===== config.mk =====
export PLATFORM = sky130hd
export DESIGN_NAME = mdu_ctrl
export DESIGN_NICKNAME = d
export VERILOG_FILES = /design/src/rtl/mdu_ctrl.sv
export SDC_FILE = /design/constraint.sdc
export NUM_CORES = 1
export LEC_CHECK = 0
export BUFFER_PORTS_ARGS = -buffer_cell sky130_fd_sc_hd__clkbuf_2
export CAP_MARGIN = 0
export CELL_PAD_IN_SITES_DETAIL_PLACEMENT = 1
export CELL_PAD_IN_SITES_GLOBAL_PLACEMENT = 2
export CORE_MARGIN = 1
export CORE_UTILIZATION = 38
export CTS_CLUSTER_SIZE = 16
export DETAILED_ROUTE_END_ITERATION = 10
export GPL_TIMING_DRIVEN = 0
export MAX_ROUTING_LAYER = met4
export PLACE_DENSITY_LB_ADDON = 0.25
export SYNTH_ARGS = -nofsm -noshare
export SYNTH_HDL_FRONTEND = slang
export SYNTH_SLANG_ARGS = --single-unit

===== constraint.sdc =====
create_clock -name clk -period 13.7 [get_ports clk]
set_clock_uncertainty 0.1 [all_clocks]
set_input_delay 0.685 -clock clk [delete_from_list [all_inputs] [get_ports clk]]
set_output_delay 0.685 -clock clk [all_outputs]
set_load 0.03 [all_outputs]

===== src/rtl/mdu_ctrl.sv =====
// rtl/mdu_ctrl.sv - iterative multu/div/divu unit with HI/LO registers
// One shift-add or restoring-divide step per CALC cycle; result lands on the CALC->DONE edge.
module mdu_ctrl #(
  parameter int ITER = 32
) (
  input  logic        clk,
  input  logic        rst,
  input  logic        start,
  input  logic [1:0]  op,
  input  logic [31:0] a,
  input  logic [31:0] b,
  input  logic        mthi,
  input  logic        mtlo,
  input  logic [31:0] wdata,
  output logic        busy,
  output logic        done,
  output logic [31:0] hi,
  output logic [31:0] lo
);

  localparam logic [1:0] OP_MULTU = 2'b00;
  localparam logic [1:0] OP_DIV   = 2'b01;
  localparam logic [1:0] OP_DIVU  = 2'b10;
  localparam logic [1:0] OP_RSVD  = 2'b11;
  localparam logic [4:0] LAST     = 5'(ITER - 1);

  typedef enum logic [1:0] {S_IDLE, S_CALC, S_DONE} state_t;

  state_t      state, state_next;
  logic [4:0]  cnt;
  logic [1:0]  op_q;
  logic [31:0] a_q, b_q, d_q;
  logic [63:0] work, work_next;
  logic [32:0] mul_sum, trial, diff;
  logic [63:0] mul_next, div_next;
  logic [31:0] res_hi, res_lo, quo, rem;
  logic        start_ok;

  assign start_ok = start && (op != OP_RSVD);

  always_comb begin
    state_next = state;
    case (state)
      S_IDLE:  if (start_ok) state_next = S_CALC;
      S_CALC:  if (cnt == LAST) state_next = S_DONE;
      S_DONE:  state_next = S_IDLE;
      default: state_next = S_IDLE;
    endcase
  end

  // work holds {partial product, multiplier} for multu and {remainder, dividend} for div/divu
  always_comb begin
    mul_sum  = {1'b0, work[63:32]} + (work[0] ? {1'b0, a_q} : 33'd0);
    mul_next = {mul_sum, work[31:1]};
    trial    = {work[63:32], work[31]};
    diff     = trial - {1'b0, d_q};
    if (!diff[32])
      div_next = {diff[31:0], work[30:0], 1'b1};
    else
      div_next = {trial[31:0], work[30:0], 1'b0};
    work_next = (op_q == OP_MULTU) ? mul_next : div_next;
  end

  always_comb begin
    quo    = work_next[31:0];
    rem    = work_next[63:32];
    res_hi = rem;
    res_lo = quo;
    case (op_q)
      OP_MULTU: {res_hi, res_lo} = work_next;
      OP_DIV: begin
        // divide-by-zero must report the raw dividend, not a sign-corrected one
        if (b_q == 32'd0) begin
          res_hi = a_q;
          res_lo = 32'hFFFF_FFFF;
        end else begin
          res_lo = (a_q[31] ^ b_q[31]) ? -quo : quo;
          res_hi = a_q[31] ? -rem : rem;
        end
      end
      default: begin
        res_hi = rem;
        res_lo = quo;
      end
    endcase
  end

  always_ff @(posedge clk) begin
    if (rst) begin
      state <= S_IDLE;
      cnt   <= 5'd0;
      busy  <= 1'b0;
      done  <= 1'b0;
      hi    <= 32'd0;
      lo    <= 32'd0;
      op_q  <= 2'd0;
      a_q   <= 32'd0;
      b_q   <= 32'd0;
      d_q   <= 32'd0;
      work  <= 64'd0;
    end else begin
      state <= state_next;
      busy  <= (state_next == S_CALC);
      done  <= (state_next == S_DONE);
      case (state)
        S_IDLE: begin
          if (start_ok) begin
            op_q <= op;
            a_q  <= a;
            b_q  <= b;
            cnt  <= 5'd0;
            d_q  <= (op == OP_DIV && b[31]) ? -b : b;
            if (op == OP_MULTU)
              work <= {32'd0, b};
            else
              work <= {32'd0, (op == OP_DIV && a[31]) ? -a : a};
          end
          if (mthi) hi <= wdata;
          if (mtlo) lo <= wdata;
        end
        S_CALC: begin
          work <= work_next;
          cnt  <= cnt + 5'd1;
          if (cnt == LAST) begin
            hi <= res_hi;
            lo <= res_lo;
          end
        end
        default: ;
      endcase
    end
  end

endmodule


After elaboration in Yosys (flattened, before gate mapping) --
Cells that the tools add are included.
Word-level totals: flip-flop bits (word level) 235, output and inout bits 66, word-level logic and storage cells 67
Cells by class: add/sub/neg operators 7, equal/unequal tests 11, mux-type cells 25, bitwise operators 1, reduce and logical (&&, ||, !) cells 12
Operators by type and width (count):
- $mux W32 | 14
- $mux W64 | 3
- $neg A32 Y32 | 4
- $pmux W32 S2 | 2
- $pmux W64 S2 | 1
- $add A32 B32 Y33 | 1
- $sub A33 B32 Y33 | 1
- $logic_not A32 Y1 | 1
- $ne A2 B2 Y1 const B | 5
- $pmux W5 S2 | 1
- $eq A2 B1 Y1 const B | 4
- $logic_not A2 Y1 | 3
- $reduce_and A3 Y1 | 2
- $add A5 B1 Y5 const B | 1
- $eq A5 B5 Y1 const B | 1
- $mux W5 | 1
- $mux W2 | 2
- $pmux W2 S2 | 1
- $reduce_and A2 Y1 | 2
- $logic_and A1 B1 Y1 | 3
- $eq A2 B2 Y1 const B | 1
- $reduce_bool A2 Y1 | 1
- $xor A1 B1 Y1 | 1

Logic depth before layout (Yosys ltp) --
Gate-level depths: netlist of the first run.
depth after elaboration 9, mapped depth 21, depth with buffers taken out 20

Worst setup path after synthesis of the first run --
OpenSTA, ideal clock, no wires.
path type flip-flop to flip-flop, start point reg work[31], end point reg hi[24], setup time 0.095 ns, arrival time 4.453 ns, required time 13.505 ns, path slack 9.052 ns, cell stages (with the launch flop) 21, period minus slack after synthesis 4.648 ns, cells stage by stage dfxtp_1 inv_1 ha_1 inv_1 fa_1 nand3_1 a21oi_1 o21a_1 o211ai_2 o211ai_4 buf_6 buf_6 and3_1 a311oi_1 ha_1 nand2_1 nor2_1 or4b_1 or4_1 mux2i_1 a221oi_1
Between the ends: longest elaborated chain between the ends 9
Ends and longest elaborated chain:
- start, declared | line 33 | logic [63:0] work, work_next;
- start signal, assigned | line 114 | work <= {32'd0, b};
- start signal, assigned | line 116 | work <= {32'd0, (op == OP_DIV && a[31]) ? -a : a};
- start signal, assigned | line 122 | work <= work_next;
- $sub A33 B32 Y33 | line 56 | diff = trial - {1'b0, d_q};
- $mux W64 (*) | line 57 | if (!diff[32])
- $mux W64 (*) | line 61 | work_next = (op_q == OP_MULTU) ? mul_next : div_next;
- $neg A32 Y32 | line 78 | res_hi = a_q[31] ? -rem : rem;
- $mux W32 | line 78
- $mux W32 | line 73 | if (b_q == 32'd0) begin
- $mux W32 (*) | line 69 | case (op_q)
- $mux W32 (*) | line 124 | if (cnt == LAST) begin
- $pmux W32 S2 (*) | line 105 | case (state)
- end signal, assigned | line 118 | if (mthi) hi <= wdata;
- end signal, assigned | line 125 | hi <= res_hi;
- end, declared | line 17 | output logic [31:0] hi,
Every way passes the cells marked *; elsewhere a longest branch is shown, timed or not. The select of a mux whose other input is x is not followed. A chain may end at the register's enable or synchronous reset.

Worst setup path after layout of the first run --
start point reg op_q[1], end point reg lo[16]
Between the ends: longest elaborated chain between the ends 8
Ends and longest elaborated chain:
- start, declared | line 31 | logic [1:0] op_q;
- start signal, assigned | line 108 | op_q <= op;
- $logic_not A2 Y1 | line 61
- $mux W64 | line 61
- $neg A32 Y32 | line 77 | res_lo = (a_q[31] ^ b_q[31]) ? -quo : quo;
- $mux W32 | line 77
- $mux W32 | line 73
- $mux W32 (*) | line 69
- $mux W32 (*) | line 124
- $pmux W32 S2 (*) | line 105
- end signal, assigned | line 119 | if (mtlo) lo <= wdata;
- end signal, assigned | line 126 | lo <= res_lo;
- end, declared | line 18 | output logic [31:0] lo
Marks and branches as above.

==> flow_summary.ini, run 1 <==
[global_route]
antenna_found_initial = 4
grt_max_degree = 16
grt_pass1_vias = 20309
grt_first_pass_wirelength_mm = 133
grt_overflow = 0
grt_use_total = 0.391

[synthesis]
synth_top_cell_by_area = dfxtp_1
synthesis.nets = 2617
async_reset_ff_frac = 0
ys.warnings.count = 0
ys_types = 97
synth-seq-cells = 234
synth-edff-count = 0
synthCells = 2442
synth_ff_type = dfxtp_1
synth.avg_cell_area_sq_um = 7.20
synthTopCellsByArea = dfxtp_1 (27%), nand2_1 (7.8%), a21oi_1 (6.6%)
syn_area_sq_um = 17600
yosysSeqAreaShare = 0.266
synth_top_area_frac = 0.266

[worst_setup_path]
end_kind = flip-flop
arrival_ps = 7920
required_ps = 14070
startpoint_type = flip-flop
crit_type = reg2reg
worstPathMaxFanout = 10

[detailed_routing]
wirelength_mm = 91.4
drc_errors = 0
dr.pass1.iters = 5
avgViaCountPerCell = 6.27
vias = 20437
antenna_left = 0
drt_iter0_markers = 1811
wl_per_cell_um = 28.0

[placement]
dp_cells = 3206
dp.final_hpwl_mm = 73.6
place.gp.congestion = 1.00
io_buffers = 164
place_area_sq_um = 19200

[min_path]
hp-class = in2reg

[timing]
fmax_ghz = 0.132
slew_viol_final = 0
final-setup-viol-count = 0
holdWs_ps = 266
final_hold_viol_count = 0
fin_crit_ps = 7550
period_share = 0.551
grt_setup_unrepaired = no
setup_tns_ps = 0
worstMarginPinSlew_ps = 1450
slew_headroom = 0.0305

[pwr]
power_density_nw_per_um2 = 118
p_leak_uw = 0.00819
ir_worst_vdd_mv = 0.106

[finish]
seq_area_sq_um = 4680
fin_util = 0.443
drive_gt1_frac = 0.0994
layout.nets = 2811
instances_no_fill = 3261
nFillCells = 5895
fin_area_sq_um = 20100
multiInputGateArea_sq_um = 12000
syn_to_final_growth_pct = 14.4

[clocking]
clkTransAtPathRegs_ps = 60
cts_hold_buf = 0
cts_resized = 0
post_cts_buffers = 0
clock-sinks = 234
cts_inserted_buffers = 28
cts_buffer_depth = 3
insertion_delay_ps = 610
cts_root_buf = clkbuf_16
cts_tree = yes
cts_max_level = 1

[floorplanning]
rows = 78
die_h_um = 217
io_pins = 169
die_area_sq_um = 47200
design.core.area_sq_um = 45500
die_x_um = 217
start_util = 0.387

[flow_run]
maxCapViolCount = 0

[outcome]
status = completed
[cell usage in the layout, fill, tap and decap left out, types with 50 or more instances in the layout]
master	count
a211oi_1	50
a21oi_1	231
clkbuf_1	138
clkbuf_2	164
dfxtp_1	234
ha_1	70
inv_1	64
nand2_1	365
nor2_1	272
o21ai_0	157
xnor2_1	61
xor2_1	60
[per-stage QoR]
step | total power (uW) | setup WS [ps]
floorplan | 1280 | 9050
global placement | 1570 | 6600
detailed placement | 1590 | 6590
CTS | 2360 | 6560
global route | 2460 | 6110
finish | 2380 | 6150
[flip-flops by register name, indices dropped and copies added (netlist names)]
name   flops
work      64
a_q       32
b_q       32
hi        32
lo        32
d_q       31
cnt        5
op_q       2
state      2
busy       1
done       1
[routing by layer]
metal	up-vias	GRT usage	share of wire
met3	194	0.0688	0.073
met1	10182	0.492	0.43
met2	775	0.612	0.45
li1	9286	-	-
met4	0	0.168	0.047
met5	-	-	0
[worst paths after layout]
check | from | to | slack [ps] | cells after the start
max | op_q[1] | lo[16] | 6150 | 18
min | wdata[4] | lo[4] | 270 | 3
max reg2reg | op_q[1] | lo[16] | 6150 | 18
min reg2reg | b_q[15] | b_q[15] | 360 | 2
[kinds of logic after synthesis]
family	count (synthesis)	share of synthesized area
AOI/OAI and AO/OA	792	0.295
xor gates and xnor gates	121	0.0602
adders and majority gates	72	0.0521
buffers and inverters	223	0.0501
DFF	234	0.266
muxes	50	0.0288
and+or+nand+nor	950	0.248
[cell usage after synthesis, types with 49 or more instances]
master / n
a211oi_1: 50
a21oi_1: 231
clkbuf_1: 130
dfxtp_1: 234
ha_1: 70
inv_1: 64
nand2_1: 365
nand3_1: 49
nor2_1: 272
nor3_1: 49
o21ai_0: 157
xnor2_1: 61
xor2_1: 60
[power breakdown]
part	total (uW)	internal (uW)	leakage, uW	switching [uW]
combinational	816	239	0.00581	576
sequential	786	733	0.00192	53.0
clock	778	454	0.000461	324
[worst max-delay path, stage by stage (launching register included)]
cell,delay (ps)
dfxtp_1,350
nor2_1,220
clkbuf_1,680
clkbuf_1,740
buf_1,910
clkbuf_1,800
buf_1,860
clkbuf_1,760
a21boi_0,260
ha_1,270
and2_1,190
or3b_2,280
nand2b_1,150
inv_1,40
a21oi_1,170
xor2_1,250
nor2_1,80
a21oi_1,150
a21oi_1,90
[final cells by class]
cell class / instances / area share
multi-input cells: 1985 / 0.598
diodes: 4 / 0.000497
well taps: 600 / 0.0373
flip-flops and latches: 234 / 0.233
repair buffers: 164 / 0.0408
inverters: 64 / 0.0119
clock buffers: 43 / 0.0411
clock inverters: 8 / 0.00603
plain buffers: 159 / 0.0318
(Power assumes the default switching activity.)
==> run 2, diff against run 1 <==
--- a/config.mk
+++ b/config.mk
@@ -10,7 +10,7 @@
 export CELL_PAD_IN_SITES_DETAIL_PLACEMENT = 1
 export CELL_PAD_IN_SITES_GLOBAL_PLACEMENT = 2
 export CORE_MARGIN = 1
-export CORE_UTILIZATION = 38
+export CORE_UTILIZATION = 35
 export CTS_CLUSTER_SIZE = 16
 export DETAILED_ROUTE_END_ITERATION = 10
 export GPL_TIMING_DRIVEN = 0
==> constraint.sdc (replaced) <==
create_clock -name clk -period 7 [get_ports clk]
set_clock_uncertainty 0.1 [all_clocks]
set_input_delay 0.35 -clock clk [delete_from_list [all_inputs] [get_ports clk]]
set_output_delay 0.35 -clock clk [all_outputs]
set_load 0.03 [all_outputs]
==> flow_summary.ini, run 2 (synthesized netlist as in run 1, its figures left out) <==
[outcome]
status = completed

[worst_setup_path]
r2r_slack_ps = 360
crit_buf_inv = 6
worstPathMaxFanout = 19
slowest_delay_ps = 880
arrival_ps = 7010
cp_slowest_cell = clkdlybuf4s15_1
startpoint_type = flip-flop
end_kind = flip-flop
path_cells = nor2_1, clkbuf_1, clkbuf_1, clkdlybuf4s15_1, clkbuf_2, clkbuf_1, a21boi_0, ha_1, and2_1, or3b_2, nand2b_1, inv_1, a21oi_1, xor2_1, nor2_1, a21oi_1, a21oi_1
cp_top_family = buffers and inverters
crit_type = reg2reg
required_ps = 7360

[floorplanning]
design.core.area_sq_um = 49300
die_area_sq_um = 51200
rows = 81
io_pins = 169
die_x_um = 226
die_h_um = 226
start_util = 0.357

[finish]
fin_util = 0.422
nFillCells = 6301
syn_to_final_growth_pct = 18.2
final_common_cell = nand2_1
largest_register_ffs = 64
mostFrequentLayoutCells = nand2_1 (365), nor2_1 (272), dfxtp_1 (234), a21oi_1 (231), clkbuf_2 (165)
drive_gt1_frac = 0.0991
largest_register = work
layout.nets = 2866

[detailed_routing]
dr.pass1.iters = 5
drt_iter0_markers = 1579
avgViaCountPerCell = 6.07
wl_per_cell_um = 27.4
vias = 20515
wirelength_mm = 92.7
drc_errors = 0
antenna_left = 0

[clocking]
cts_max_level = 1
clkTransAtPathRegs_ps = 60
cts_buffer_depth = 3
insertion_delay_ps = 600
cts_tree = yes
clock-sinks = 234
cts_inserted_buffers = 29
cts_root_buf = clkbuf_16

[pwr]
power_density_nw_per_um2 = 228
p_seq_frac = 0.324
pwr-share-comb = 0.340
ir_worst_vdd_mv = 0.210
swShare = 0.396
p_int_uw = 2870
p_leak_uw = 0.00846
clkPwrFrac = 0.336
p_switching_uw = 1880

[flow_run]
maxCapViolCount = 0

[timing]
slew_headroom = 0.0815
period_share = 0.949
fmax_ghz = 0.151
worstMarginPinSlew_ps = 1360
grt_setup_unrepaired = no
fin_crit_ps = 6640
holdWs_ps = 20.6
slew_viol_final = 0
final_hold_viol_count = 0
final-setup-viol-count = 0

[global_route]
grt_overflow = 0
grt_use_total = 0.369
antenna_found_initial = 1
grt_max_degree = 16
grt_pass1_vias = 20247
grt_first_pass_wirelength_mm = 135

[placement]
io_buffers = 164
place.gp.congestion = 1.01
dp.final_hpwl_mm = 75.1

[min_path]
hp-class = in2reg
-- run 2: cell count changes in the layout (fill, tap and decap cells not counted), moves of 2 or more --
cell | previous run | this run
diode_2 | 4 | 1
dlygate4sd3_1 | 0 | 55
clkinv_2 | 3 | 6
buf_1 | 15 | 13
clkbuf_1 | 138 | 136
-- run 2: cell type report --
type                    instances  area, sq um  area share
multi-input cells            1985        12000       0.578
plain buffers                 158          644      0.0310
repair buffers                219         1370      0.0659
well taps                     664          831      0.0399
inverters                      64          240      0.0116
clock inverters                11          148     0.00710
diodes                          1         2.50    0.000120
clock buffers                  43          848      0.0408
flip-flops and latches        234         4680       0.225
-- run 2: tightest hold or removal path: stages --
cell and delay (ps):
clkbuf_2 160, nand2_1 100, a21oi_1 60
-- run 2: final timing paths --
check,start,endpoint,cells after the start
setup reg to reg,op_q[0],lo[16],17
hold reg to reg,b_q[11],b_q[11],2
hold / removal,b[24],b_q[24],3
setup / recovery,op_q[0],lo[16],17
-- run 2: power by group through the flow --
| stage | logic (uW) | registers (uW) | clock network, uW |
|---|---|---|---|
| 2_1_floorplan | 911 | 1590 | 0 |
| 3_3_place_gp | 1530 | 1560 | 0 |
| 3_5_place_dp | 1550 | 1560 | 0 |
| 4_1_cts | 1580 | 1530 | 1610 |
| 5_1_grt | 1730 | 1540 | 1660 |
| 6_report | 1620 | 1540 | 1600 |
-- run 2: timing repair --
item	4_1_cts	5_1_grt
endpoints found under the setup margin	7	9
hold buffers	55	0
setup buffers	0	0
resized for setup	1	1
gates cloned	0	0
pin swaps	0	0
hold endpoints to repair	63	0
-- run 2: per-stage QoR --
stage          area, sq um  worst slack, ps  power [uW]  setup TNS [ps]  instances
2_1_floorplan        17600             2350        2500               0       2442
3_3_place_gp         19200             -179        3090            -594       3270
3_5_place_dp         19200             -118        3110            -186       3270
4_1_cts              20800             92.9        4720               0       3379
5_1_grt              20800              190        4930               0       3378
6_report             20800              356        4750               0       3379
-- run 2: routing by layer --
layer | vias up | share of wire | GRT usage
met5 | - | 0 | -
met4 | 0 | 0.043 | 0.143
li1 | 9394 | - | -
met1 | 10208 | 0.44 | 0.481
met3 | 169 | 0.066 | 0.0558
met2 | 744 | 0.45 | 0.572
